<file path="src/rtl/axlite2wb_pkg.sv">
// Shared types and helpers for the AXI-Lite to Wishbone write path.
package axlite2wb_pkg;

  typedef enum logic {
    IDLE = 1'b0,
    WALK = 1'b1
  } walk_state_e;

  // Index width for a WIDTH-bit vector, never less than one bit.
  function automatic int unsigned idx_width(input int unsigned w);
    int unsigned r;
    r = $clog2(w);
    if (r < 1) r = 1;
    return r;
  endfunction

endpackage

</file>
<file path="src/rtl/lowest_set_index.sv">
// Combinational priority encoder: index of the lowest set bit plus a
// flag that is high when exactly one bit of the vector is set.
module lowest_set_index
  import axlite2wb_pkg::*;
#(
  parameter  int unsigned WIDTH = 4,
  localparam int unsigned IDX_W = idx_width(WIDTH)
) (
  input  logic [WIDTH-1:0] vec,
  output logic [IDX_W-1:0] idx,
  output logic             single
);

  // Scan from the top down so the lowest set bit is the last one written.
  always_comb begin
    idx = '0;
    for (int unsigned i = WIDTH; i > 0; i--) begin
      if (vec[i-1]) idx = IDX_W'(i - 1);
    end
    single = (vec != '0) && ((vec & (vec - WIDTH'(1))) == '0);
  end

endmodule

</file>
<file path="src/rtl/strobe_lane_walker.sv">
// Captures a strobe mask and emits the index of every set bit, lowest
// first, one per output handshake, together with the mask's ones count.
module strobe_lane_walker
  import axlite2wb_pkg::*;
#(
  parameter  int unsigned WIDTH = 4,
  localparam int unsigned IDX_W = idx_width(WIDTH)
) (
  input  logic             clk,
  input  logic             rst,
  input  logic             in_valid,
  output logic             in_ready,
  input  logic [WIDTH-1:0] in_mask,
  output logic             out_valid,
  input  logic             out_ready,
  output logic [IDX_W-1:0] out_idx,
  output logic             out_first,
  output logic             out_last,
  output logic [IDX_W:0]   total,
  output logic             zero_pulse
);

  walk_state_e      state_q, state_d;
  logic [WIDTH-1:0] rem_q, rem_d;
  logic [IDX_W:0]   total_q, total_d;
  logic             first_q, first_d;
  logic             zero_q, zero_d;

  logic [IDX_W-1:0] low_idx;
  logic             low_single;
  logic [IDX_W:0]   ones;

  lowest_set_index #(.WIDTH(WIDTH)) u_lsi (
    .vec    (rem_q),
    .idx    (low_idx),
    .single (low_single)
  );

  // Ones count of the offered mask, used only at accept time.
  always_comb begin
    ones = '0;
    for (int unsigned i = 0; i < WIDTH; i++) begin
      ones = ones + {{IDX_W{1'b0}}, in_mask[i]};
    end
  end

  // Next-state logic for capture and walk.
  always_comb begin
    state_d = state_q;
    rem_d   = rem_q;
    total_d = total_q;
    first_d = first_q;
    zero_d  = 1'b0;
    case (state_q)
      IDLE: begin
        if (in_valid) begin
          rem_d   = in_mask;
          total_d = ones;
          first_d = 1'b1;
          if (in_mask != '0) state_d = WALK;
          else               zero_d  = 1'b1;
        end
      end
      WALK: begin
        if (out_ready) begin
          // Clearing the lowest set bit is the same as clearing bit out_idx.
          rem_d   = rem_q & (rem_q - WIDTH'(1));
          first_d = 1'b0;
          if (low_single) state_d = IDLE;
        end
      end
      default: state_d = IDLE;
    endcase
  end

  // State registers with synchronous reset.
  always_ff @(posedge clk) begin
    if (rst) begin
      state_q <= IDLE;
      rem_q   <= '0;
      total_q <= '0;
      first_q <= 1'b0;
      zero_q  <= 1'b0;
    end else begin
      state_q <= state_d;
      rem_q   <= rem_d;
      total_q <= total_d;
      first_q <= first_d;
      zero_q  <= zero_d;
    end
  end

  // Outputs decode registered state only.
  always_comb begin
    in_ready   = (state_q == IDLE);
    out_valid  = (state_q == WALK);
    out_idx    = low_idx;
    out_first  = out_valid & first_q;
    out_last   = out_valid & low_single;
    total      = total_q;
    zero_pulse = zero_q;
  end

endmodule

</file>
<file path="config.mk">
export PLATFORM = sky130hd
export DESIGN_NAME = strobe_lane_walker
export DESIGN_NICKNAME = d
export VERILOG_FILES = /design/src/rtl/axlite2wb_pkg.sv /design/src/rtl/lowest_set_index.sv /design/src/rtl/strobe_lane_walker.sv
export SDC_FILE = /design/constraint.sdc
export NUM_CORES = 1
export LEC_CHECK = 0
export BUFFER_PORTS_ARGS = -buffer_cell sky130_fd_sc_hd__buf_2
export CAP_MARGIN = 20
export CORE_MARGIN = 3
export CORE_UTILIZATION = 35
export DETAILED_ROUTE_END_ITERATION = 7
export SETUP_SLACK_MARGIN = 0.15
export SYNTH_ARGS = -nofsm -noshare
export SYNTH_HDL_FRONTEND = slang
export SYNTH_SLANG_ARGS = --single-unit
</file>
<file path="constraint.sdc">
create_clock -name clk -period 1.45 [get_ports clk]
set_input_delay 0.0725 -clock clk [delete_from_list [all_inputs] [get_ports clk]]
set_output_delay 0.0725 -clock clk [all_outputs]
set_load 0.005 [all_outputs]
</file>
==> summary.md, run 1 <==
| Metric | Value |
|---|---|
| Post-route setup slack | 0.175 ns |
| CP Class | flop to output pin |
| Synthesized area | ~570 sq um |
| Hold_sp | in_mask[2] |
| CP max stage cell | dfxtp_2 |
| Worst Path Max Fanout | 7 |
| Mapped Nets | between 80 and 90 |
| Overall die width | 46.5 microns |
| Core region area | ~0.0014 sq mm |
| Worst slew pin tran | about 0.29 ns |
| Reg2Reg Depth | 4 |
| Worst path buffer plus inverter count | 1 |
| Status | finished, final reports clean |
| Clock-pin transition on the worst setup and hold timing paths | ~0.060 ns |
| R2R Path Start | out_valid$_SDFF_PP0_ |
| Cell row count | 13 |
| Overall Global Routing Usage | 13.7% |
| Worst Setup End Kind | output pin |
| Largest net degree at the start of global routing | 11 |
| Share of cells above drive strength 1 | 40.9% |
| Arrival @ worst endpoint | 1.20 ns |
| Worst-skew pair later-pin latency | approximately 0.26 ns |
| Switching Power | roughly 180 uW |
| Maximum VDD drop | approximately 0.6 mV |
| Min-Delay Path Class | primary input to flop |
| Hpwl dp | approximately 900 microns |
| Layout Skew | just over 0.008 ns |
| Io pins | 18 |
| Internal power | 457 uW |
| Final Hold Fails | 0 |
| Fmax | ~0.78 GHz |
| Clk pwr share | 28.9% |
| Sw frac | roughly 29% |
| Via count | 522 |
| TNS Setup | 0 ns |
| TritonCTS clock tree | built |
| Pre-CTS setup slack | -0.0617 ns |
| Crit path max-delay family | simple AND/OR/NAND/NOR gates |
| Worst Hold Depth | 3 |
| Max-cap violation count | 0 |
| # setup viols final | 0 |
| Startpoint Class | flop |
| Reg2Reg Setup Slack | 0.28 ns |
| H-tree Lvls | 1 |
| Post-DR vias/cell | 5.07 |
| Flops & latches, synth | 10 |
| Wirelength per Cell | 11.2 microns |
| Final antenna-violating net count | 0 |
| Seq/Total Area, Yosys | a little over a third |
| First-pass GRT wire length | approximately 2000 microns |
| Synthesized area per cell | 8.19 sq um |
| Syn. warnings | 0 |
| Count of input and output buffers | 17 |
| Final #Nets | around 100 |
| Final Wtd Congestion | around 0.71 |
| Final wirelength | ~1200 microns |
| CP max stage delay | between 0.3 and 0.4 ns |
| Chip height | approximately 46 microns |
| Number of global-route vias before repair | 467 |
| Period utilization | between 80% and 90% |
| Static leakage | 0.000341 uW |
| Congestion Overflow GR | 0 |
| Antenna violations before repair | 0 |
| Full die area | approximately 0.0022 sq mm |
| Final Max Tran Viols | 0 |
| Yosys cell types | 23 |
| Gate count after technology mapping | 70 |
| Final core utilization | between 50% and 60% |
| Post-CTS Hold Buffers | 0 |
| TritonCTS buffer count | 3 |
| WP data required | roughly 1.4 ns |
| DRT Pass-1 Iters | 4 |
| Starting DRT DRC Count | 6 |
| Hold_ws | 0.0839 ns |
| CTS root buf | clkbuf_4 |
| CTS Buffer Depth | 2 |
| Hold worst-path end | rem_q[2]$_SDFFE_PP0P_ |
| Clk sinks | 10 |
| Combinational Power Share | 21.6% |
| Pwr/cell area | 893 mW/mm^2 |
| Starting Density | 40.5% |
| Reg power frac | approximately half |
| Worst path cell trace | nor4b_2 -> a211oi_2 -> nor2_1 -> buf_2 |
| Drc violations | 0 |
| Diodes inserted | 0 |
| Tmin final | roughly 1.3 ns |
| Postcts setup bufs | 0 |
| Reg-to-Reg End | rem_q[3]$_SDFFE_PP0P_ |
| RSZ-0062 raised after global routing | true |
| Max_slew headroom | roughly four fifths |
| P&R area growth vs syn | 25.1% |
power by group through the flow:
stage | combinational [uW] | clock, uW | sequential [uW]
global route | 162 | 212 | 321
CTS | 140 | 197 | 317
detailed placement | 138 | 0 | 321
floorplan | 100 | 0 | 311
global placement | 135 | 0 | 320
finish | 138 | 185 | 317
kinds of logic (layout without fill, tap and decap cells):
kind of cell               count (synthesis)  count (layout)  share of synthesized area [%]
muxes                                      2               2                           3.49
and+or+nand+nor                           30              30                           26.6
buffers and inverters                     11              29                           10.0
DFF                                       10              10                           34.9
xor gates and xnor gates                   1               1                           1.53
AOI/OAI and AO/OA                         12              12                           13.3
adders and majority gates                  4               4                           10.0
how the worst max path moves through the flow:
stage | startpoint | depth (start not counted) | end
floorplan | in_mask[3] | 7 | total[1]$_SDFFE_PP0P_
finish | rem_q[2]$_SDFFE_PP0P_ | 4 | out_last
CTS | rem_q[3]$_SDFFE_PP0P_ | 4 | out_last
global route | rem_q[2]$_SDFFE_PP0P_ | 4 | out_last
global placement | in_mask[3] | 8 | total[1]$_SDFFE_PP0P_
detailed placement | in_mask[3] | 8 | total[1]$_SDFFE_PP0P_
cells in the mapped netlist:
cell type	count	area share, %
a211oi_2	1	2.2
a21oi_1	8	7.0
a22oi_1	2	2.6
and2_2	1	1.3
buf_1	1	0.65
buf_2	1	0.87
buf_6	2	3.9
dfxtp_1	10	35
fa_1	1	3.5
ha_1	3	6.6
inv_1	7	4.6
mux2i_1	2	3.5
nand2_1	10	6.6
nand2_4	1	2.0
nand3_1	1	0.87
nor2_1	9	5.9
nor2b_1	2	2.2
nor3_1	2	1.7
nor3_2	1	1.7
nor4b_1	2	3.1
o311ai_0	1	1.5
or4_1	1	1.3
xor2_1	1	1.5
placed cells by master (no fill, tap or decap):
cell type   n
nand2_4     1
nand3_1     1
a211oi_2    1
and2_2      1
a21oi_1     8
ha_2        1
or4_1       1
clkbuf_4    3
nand2_1    10
dfxtp_2     4
fa_1        1
nor2b_1     2
buf_2      16
nor3_2      1
mux2i_1     2
buf_4       3
o311ai_0    1
dfxtp_4     1
nor4b_2     2
inv_8       1
xor2_1      1
ha_1        2
nor3_1      2
inv_2       1
nor2_1      9
inv_1       5
dfxtp_1     5
a22oi_1     2
metrics by stage:
stage	power [uW]	instances	area, sq um
after detailed placement	459	100	671
after global routing	695	103	717
final	640	103	717
after global placement	455	100	671
after floorplan	411	70	583
after CTS	654	103	709
registers in the layout (all words and copies together) (netlist names):
name        flops
out_valid       1
zero_pulse      1
total           3
first_q         1
rem_q           4
final cells by class:
cell class / count / area (sq um)
fill: 145 / 698
multi-input combinational: 49 / 330
sequential: 10 / 209
timing repair buffer: 19 / 103
inverter: 7 / 33.8
clock buffer: 3 / 22.5
tap: 15 / 18.8
worst register-to-register path, cell delays in order (launching register included):
cell and delay, ns:
dfxtp_2 0.43, nand2_4 0.08, or4_1 0.40, nand3_1 0.09
a21oi_1 0.06
timing repair:
action,in CTS,in global routing
pin swaps,1,0
setup endpoints to repair,1,4
gates resized for setup,5,4
endpoints found under the hold margin,0,0
per-layer routing:
layer / vias up / GRT usage [%] / wire, microns
met5: - / 0 / 0
met4: 0 / 6.82 / 12
met3: 2 / 5.86 / 73
met2: 17 / 19.0 / 479
met1: 232 / 17.8 / 591
li1: 271 / - / -
Power figures use the tool's default switching activity.
==> inputs of run 2 (changes only) <==
--- a/config.mk
+++ b/config.mk
@@ -7,9 +7,10 @@
 export LEC_CHECK = 0
 export BUFFER_PORTS_ARGS = -buffer_cell sky130_fd_sc_hd__buf_2
 export CAP_MARGIN = 20
-export CORE_MARGIN = 3
+export CORE_MARGIN = 2
 export CORE_UTILIZATION = 35
 export DETAILED_ROUTE_END_ITERATION = 7
+export PLACE_DENSITY = 0.63
 export SETUP_SLACK_MARGIN = 0.15
 export SYNTH_ARGS = -nofsm -noshare
 export SYNTH_HDL_FRONTEND = slang
==> summary.md, run 2 (synthesis results as in run 1) <==
| Metric | Value |
|---|---|
| Overall die width | 44.5 microns (-4.3%) |
| Max_slew headroom | 79.7% (-0.75 points) |
| Max-cap violation count | 0 (unchanged) |
| Startpoint Class | flop |
| Clock-pin transition on the worst setup and hold timing paths | 0.06 ns (about the same) |
| Overall Global Routing Usage | 13.8% (+0.11 points) |
| Status | finished, final reports clean |
| H-tree Lvls | 1 (unchanged) |
| CTS Buffer Depth | 2 (unchanged) |
| Fmax | 0.778 GHz (-0.79%) |
| Final Instance Area | 734 sq um (+2.4%) |
| Min-Delay Path Class | primary input to flop |
| Worst slew pin tran | 0.301 ns (+0.0110 ns) |
| Cell row count | 14 (+1) |
| Worst-skew pair later-pin latency | 0.26 ns (about the same) |
| Final Wtd Congestion | 0.683 (-3.2%) |
| Via count | 516 (-1.1%) |
| First-pass GRT wire length | 2030 microns (+1.7%) |
| Congestion Overflow GR | 0 (unchanged) |
| Starting Density | 37.6% (-2.9 points) |
| Share of cells above drive strength 1 | 41.6% (+0.66 points) |
| DRT Pass-1 Iters | 1 (-3) |
| Biggest register | rem_q |
| Final antenna-violating net count | 0 (unchanged) |
| Pwr Total | 644 uW (+0.62%) |
| Maximum VDD drop | 0.647 mV (+9.8%) |
| CP Class | flop to output pin |
| Most common cell after layout, fill and taps aside | buf_2 |
| Io pins | 18 (unchanged) |
| Pwr/cell area | 877 mW/mm^2 (-1.8%) |
| Final Max Tran Viols | 0 (unchanged) |
| WP data required | 1.38 ns (about the same) |
| Tmin final | 1.29 ns (+0.0102 ns) |
| Final wirelength | 1150 microns (-0.61%) |
| Reg2Reg Depth | 3 (-1) |
| Post-CTS Hold Buffers | 0 (unchanged) |
| Diodes inserted | 0 (unchanged) |
| Wirelength per Cell | 10.9 microns (-2.5%) |
| P&R area growth vs syn | 28.2% |
| Layout Skew | 0.00259 ns (-0.00556 ns) |
| Worst Setup End Kind | output pin |
| Number of global-route vias before repair | 472 (+1.1%) |
| Drc violations | 0 (unchanged) |
| Largest net degree at the start of global routing | 11 (unchanged) |
| Final Hold Fails | 0 (unchanged) |
| Count of input and output buffers | 17 (unchanged) |
| Final #Nets | 103 (+0.98%) |
| Static leakage | 0.000347 uW (+1.9%) |
| Placed inst area | 679 sq um (+1.3%) |
| TNS Setup | 0 ns (unchanged) |
| TritonCTS clock tree | built |
| Hpwl dp | 881 microns (-3.8%) |
| Post-Place Cells | 102 (+2.0%) |
| Period utilization | 88.6% (+0.70 points) |
| Hold_ws | 0.0735 ns (-0.0104 ns) |
| Max FFs per register | 4 (unchanged) |
| CTS root buf | clkbuf_4 |
| TritonCTS buffer count | 3 (unchanged) |
| Chip height | 44.5 microns (-4.3%) |
| Full die area | 0.00198 sq mm (-8.4%) |
| Clk sinks | 10 (unchanged) |
| Worst Hold Depth | 3 (unchanged) |
| Starting DRT DRC Count | 0 (-6) |
| # setup viols final | 0 (unchanged) |
| Arrival @ worst endpoint | 1.21 ns (about the same) |
| Non-Filler Instances | 105 (+1.9%) |
| Most frequent cells in the layout | 16 x buf_2, 10 x nand2_1, 9 x nor2_1, 8 x a21oi_1 |
| Post-DR vias/cell | 4.91 (-3.0%) |
| Antenna violations before repair | 0 (unchanged) |
| Core region area | 0.00152 sq mm (+7.7%) |
| RSZ-0062 raised after global routing | true |
| Worst Path Max Fanout | 7 (unchanged) |
run 2: changes by cell type in the layout (fill, tap and decap cells not counted):
cell      delta
nor4b_2      -1
clkbuf_4     +1
nor4b_4      +1
run 2: metal layers:
layer  share of wire, %  global-route usage [%]
met1                 52                    19.2
met4                  0                    5.45
met5                  0                       0
met2                 43                    20.6
met3                5.3                    2.86
run 2: stage by stage:
| step | utilization [%] | worst slack (ns) |
|---|---|---|
| 6_report | 48.2 | 0.165 |
| 5_1_grt | 48.2 | 0.0880 |
| 4_1_cts | 47.1 | 0.152 |
| 3_5_place_dp | 44.6 | -0.0596 |
| 3_3_place_gp | 44.6 | -0.0289 |
| 2_1_floorplan | - | 0.137 |
run 2: worst paths after layout:
path                                 to             startpoint  slack [ns]
setup reg to reg  rem_q[3]$_SDFFE_PP0P_  rem_q[1]$_SDFFE_PP0P_        0.29
hold reg to reg   total[0]$_SDFFE_PP0P_  total[0]$_SDFFE_PP0P_        0.46
setup / recovery               out_last  rem_q[2]$_SDFFE_PP0P_        0.16
hold / removal    rem_q[2]$_SDFFE_PP0P_             in_mask[2]        0.07
run 2: area by class of cell:
class                   count  area [sq um]
well taps                  16          20.0
repair buffers             20           110
inverters                   7          33.8
flip-flops and latches     10           209
fillers                   149           790
multi-input cells          49           339
clock buffers               3          22.5
run 2: power by group:
part | internal [uW] | switching (uW)
clock network | 95.4 | 85.7
logic | 72.4 | 73.1
registers | 294 | 23.9
run 2: critical path, stage by stage (launching register included):
cell and delay [ns]:
dfxtp_2 0.37, xor2_1 0.18, a211oi_2 0.23, nor2_1 0.06, buf_2 0.12
run 2: timing repair:
item,CTS,global route
buffers inserted,0,0
endpoints found under the setup margin,1,4
pin swaps,1,0
resized for setup,5,5
hold endpoints to repair,0,0
==> inputs of run 3 (changes only) <==
--- a/config.mk
+++ b/config.mk
@@ -5,12 +5,13 @@
 export SDC_FILE = /design/constraint.sdc
 export NUM_CORES = 1
 export LEC_CHECK = 0
+export ABC_AREA = 1
 export BUFFER_PORTS_ARGS = -buffer_cell sky130_fd_sc_hd__buf_2
 export CAP_MARGIN = 20
 export CORE_MARGIN = 2
 export CORE_UTILIZATION = 35
 export DETAILED_ROUTE_END_ITERATION = 7
-export PLACE_DENSITY = 0.63
+export PLACE_DENSITY = 0.64
 export SETUP_SLACK_MARGIN = 0.15
 export SYNTH_ARGS = -nofsm -noshare
 export SYNTH_HDL_FRONTEND = slang
==> constraint.sdc (replaced) <==
create_clock -name clk -period 1.4 [get_ports clk]
set_input_delay 0.07 -clock clk [delete_from_list [all_inputs] [get_ports clk]]
set_output_delay 0.07 -clock clk [all_outputs]
set_load 0.005 [all_outputs]
==> summary.md, run 3 <==
| Metric | Value |
|---|---|
| WP data required | 1.33 ns (-0.05 ns) |
| Post-Place Cells | 114 (+12%) |
| Post-synth top cells | 17 x nand2_1, 12 x inv_1, 12 x nor2_1, 10 x dfxtp_1 |
| Hold_ws | 0.00411 ns (-0.0694 ns) |
| Count of input and output buffers | 17 (unchanged) |
| Synthesized area per cell | 7.01 sq um (-14%) |
| Diodes inserted | 0 (unchanged) |
| Period utilization | a little under nine tenths |
| Wirelength per Cell | 10.7 microns (-1.8%) |
| Filler cell count | 166 (+11%) |
| Mapped Nets | 92 (+12%) |
| Postcts setup bufs | 0 (unchanged) |
| Top cells by area, synth | dfxtp_1 36%, nand2_1 11%, inv_1 8.0% |
| Min-Delay Path Class | primary input to flop |
| Maximum VDD drop | 0.568 mV (-12%) |
| CP max stage cell | dfxtp_2 |
| Chip height | 44.0 microns (-1.0%) |
| Final Instance Area | 742 sq um (+1.0%) |
| Via count | 570 (+10%) |
| Ys flop type | dfxtp_1 |
| Final #Nets | 115 (+12%) |
| Worst path buffer plus inverter count | 1 (unchanged) |
| Pwr/cell area | 1060 mW/mm^2 (+21%) |
| Final wirelength | 1260 microns (+9.4%) |
| Placed inst area | 683 sq um (+0.55%) |
| Layout Skew | 0.00179 ns (-0.000804 ns) |
| Yosys cell types | 16 (-30%) |
| Post-DR vias/cell | 4.87 (-0.86%) |
| Most Used Layer, Global Route | met2 |
| Starting DRT DRC Count | 4 (+4) |
| P&R area growth vs syn | 32.4% |
| Max_slew headroom | 80.5% (+0.79 points) |
| Congestion Overflow GR | 0 (unchanged) |
| Share of cells above drive strength 1 | 34.7% (-6.9 points) |
| Static leakage | 0.000393 uW (+13%) |
| Yosys top cell area share | 35.7% (+0.78 points) |
| First-pass GRT wire length | 2120 microns (+4.4%) |
| Met1 Use GR | 18.7% (-0.47 points) |
| Tmin final | around 1.2 ns |
| CTS root buf | clkbuf_4 |
| DRT Pass-1 Iters | 6 (+5) |
| Final Wtd Congestion | 0.818 (+20%) |
| Number of global-route vias before repair | 508 (+7.6%) |
| Number of flops mapped to enable cells by yosys | 0 (unchanged) |
| CTS Buffer Depth | 2 (unchanged) |
| Final Hold Fails | 0 (unchanged) |
| H-tree Lvls | 1 (unchanged) |
| Most frequent cells in the layout | 17 x nand2_1, 15 x buf_2, 11 x nor2_1, 10 x inv_1, 7 x dfxtp_1 |
| Flops & latches, synth | 10 (unchanged) |
| Core region area | 0.00151 sq mm (-1.1%) |
| Clock-pin transition on the worst setup and hold timing paths | 0.06 ns (about the same) |
| Final antenna-violating net count | 0 (unchanged) |
| Pwr Total | 787 uW (+22%) |
| Most common cell after layout, fill and taps aside | nand2_1 |
| CP max stage delay | 0.35 ns (-0.02 ns) |
| Final Max Tran Viols | 0 (unchanged) |
| Io pins | 18 (unchanged) |
| CP Class | flop to output pin |
| Largest net degree at the start of global routing | 10 (-1) |
| Final core utilization | 49.3% (+1.1 points) |
| Status | finished, final reports clean |
| TritonCTS clock tree | built |
| Cell row count | 14 (unchanged) |
| Gate count after technology mapping | 80 (+14%) |
| Worst Setup End Kind | output pin |
| Arrival @ worst endpoint | 1.12 ns (-0.09 ns) |
| Antenna violations before repair | 0 (unchanged) |
| Met2 GRT Util | 24.1% (+3.5 points) |
| Worst-skew pair later-pin latency | 0.27 ns (about the same) |
| Starting Density | 37.2% (-0.39 points) |
| Max-cap violation count | 0 (unchanged) |
| TritonCTS buffer count | 3 (unchanged) |
| Hpwl dp | 978 microns (+11%) |
| Ys async rst share | 0% (unchanged) |
| Startpoint Class | flop |
| Synthesized area | 561 sq um (-2.2%) |
| Worst slew pin tran | 0.293 ns (-0.00828 ns) |
| Clk sinks | 10 (unchanged) |
| Drc violations | 0 (unchanged) |
| Crit path max-delay family | simple AND/OR/NAND/NOR gates |
| RSZ-0062 raised after global routing | true |
| Fmax | roughly 0.84 GHz |
| Overall die width | 44.0 microns (-1.0%) |
| Max FFs per register | 4 (unchanged) |
| Overall Global Routing Usage | 15.0% (+1.2 points) |
| Full die area | 0.00194 sq mm (-2.0%) |
| Biggest register | rem_q |
| Non-Filler Instances | 117 (+11%) |
| Cell taking the most area after synthesis | dfxtp_1 |
| Seq/Total Area, Yosys | 35.7% (+0.78 points) |
| Top-count cell post-synth | nand2_1 |
| Syn. warnings | 0 (unchanged) |
| Worst Path Max Fanout | 5 (-2) |
| # setup viols final | 0 (unchanged) |
| GRT met3 Usage | 2.45% (-0.41 points) |
| Most frequent CP cell | nand2_1 |
| Worst path cell trace | nor2_4 -> nand2_1 -> nand2_1 -> nand2_1 -> nor2_1 -> buf_2 |
-- run 3: cell count changes in the layout (fill, tap and decap cells not counted), moves of 4 or more --
cell and change:
a21oi_1 -4, inv_1 +5, nand2_1 +7, nand3_1 +5, o21ai_0 +5
-- run 3: through the flow --
stage	setup TNS [ns]	setup slack, ns
4_1_cts	0	0.144
2_1_floorplan	0	0.0561
6_report	0	0.208
3_3_place_gp	-0.209	-0.119
3_5_place_dp	-0.350	-0.211
5_1_grt	0	0.141
-- run 3: power breakdown --
group	internal, uW	total (uW)	switching (uW)
combinational	103	237	134
sequential	317	349	31.6
clock	99.6	201	101
-- run 3: what timing repair did --
item                                    in CTS  in global routing
pin swaps                                    1                  4
endpoints found under the setup margin       2                  2
hold endpoints to repair                     0                  0
gates resized for setup                      3                  6
hold buffers                                 0                  0
-- run 3: cells by family (layout without fill, tap and decap cells) --
family | after synthesis | after routing | share of synthesized area, %
fa+ha+maj | 4 | 4 | 10.3
flops | 10 | 10 | 35.7
simple gates | 39 | 39 | 32.4
compound gates | 13 | 13 | 12.3
buf+inv | 14 | 35 | 9.37
-- run 3: cell type report --
cell class                 instances  area, sq um  share of cell area [%]
inverter                          14         60.1                    8.09
timing repair buffer              18          101                    13.7
multi-input combinational         56          334                    45.0
tap                               16         20.0                    2.70
sequential                        10          204                    27.5
clock buffer                       3         22.5                    3.04
-- run 3: final timing paths --
check | cells past startpoint | slack (ns) | start | endpoint
worst min register to register | 2 | 0.46 | rem_q[2]$_SDFFE_PP0P_ | rem_q[2]$_SDFFE_PP0P_
worst max register to register | 7 | 0.30 | out_valid$_SDFF_PP0_ | rem_q[3]$_SDFFE_PP0P_
worst max-delay path | 6 | 0.21 | rem_q[0]$_SDFFE_PP0P_ | out_last
worst min-delay path | 2 | 0.004 | rst | first_q$_SDFFE_PP0P_
-- run 3: metal layers --
| layer | wire [microns] | part of all wire (%) |
|---|---|---|
| met3 | 57 | 4.5 |
| met2 | 611 | 49 |
| met5 | 0 | 0 |
| met4 | 34 | 2.7 |
| met1 | 553 | 44 |
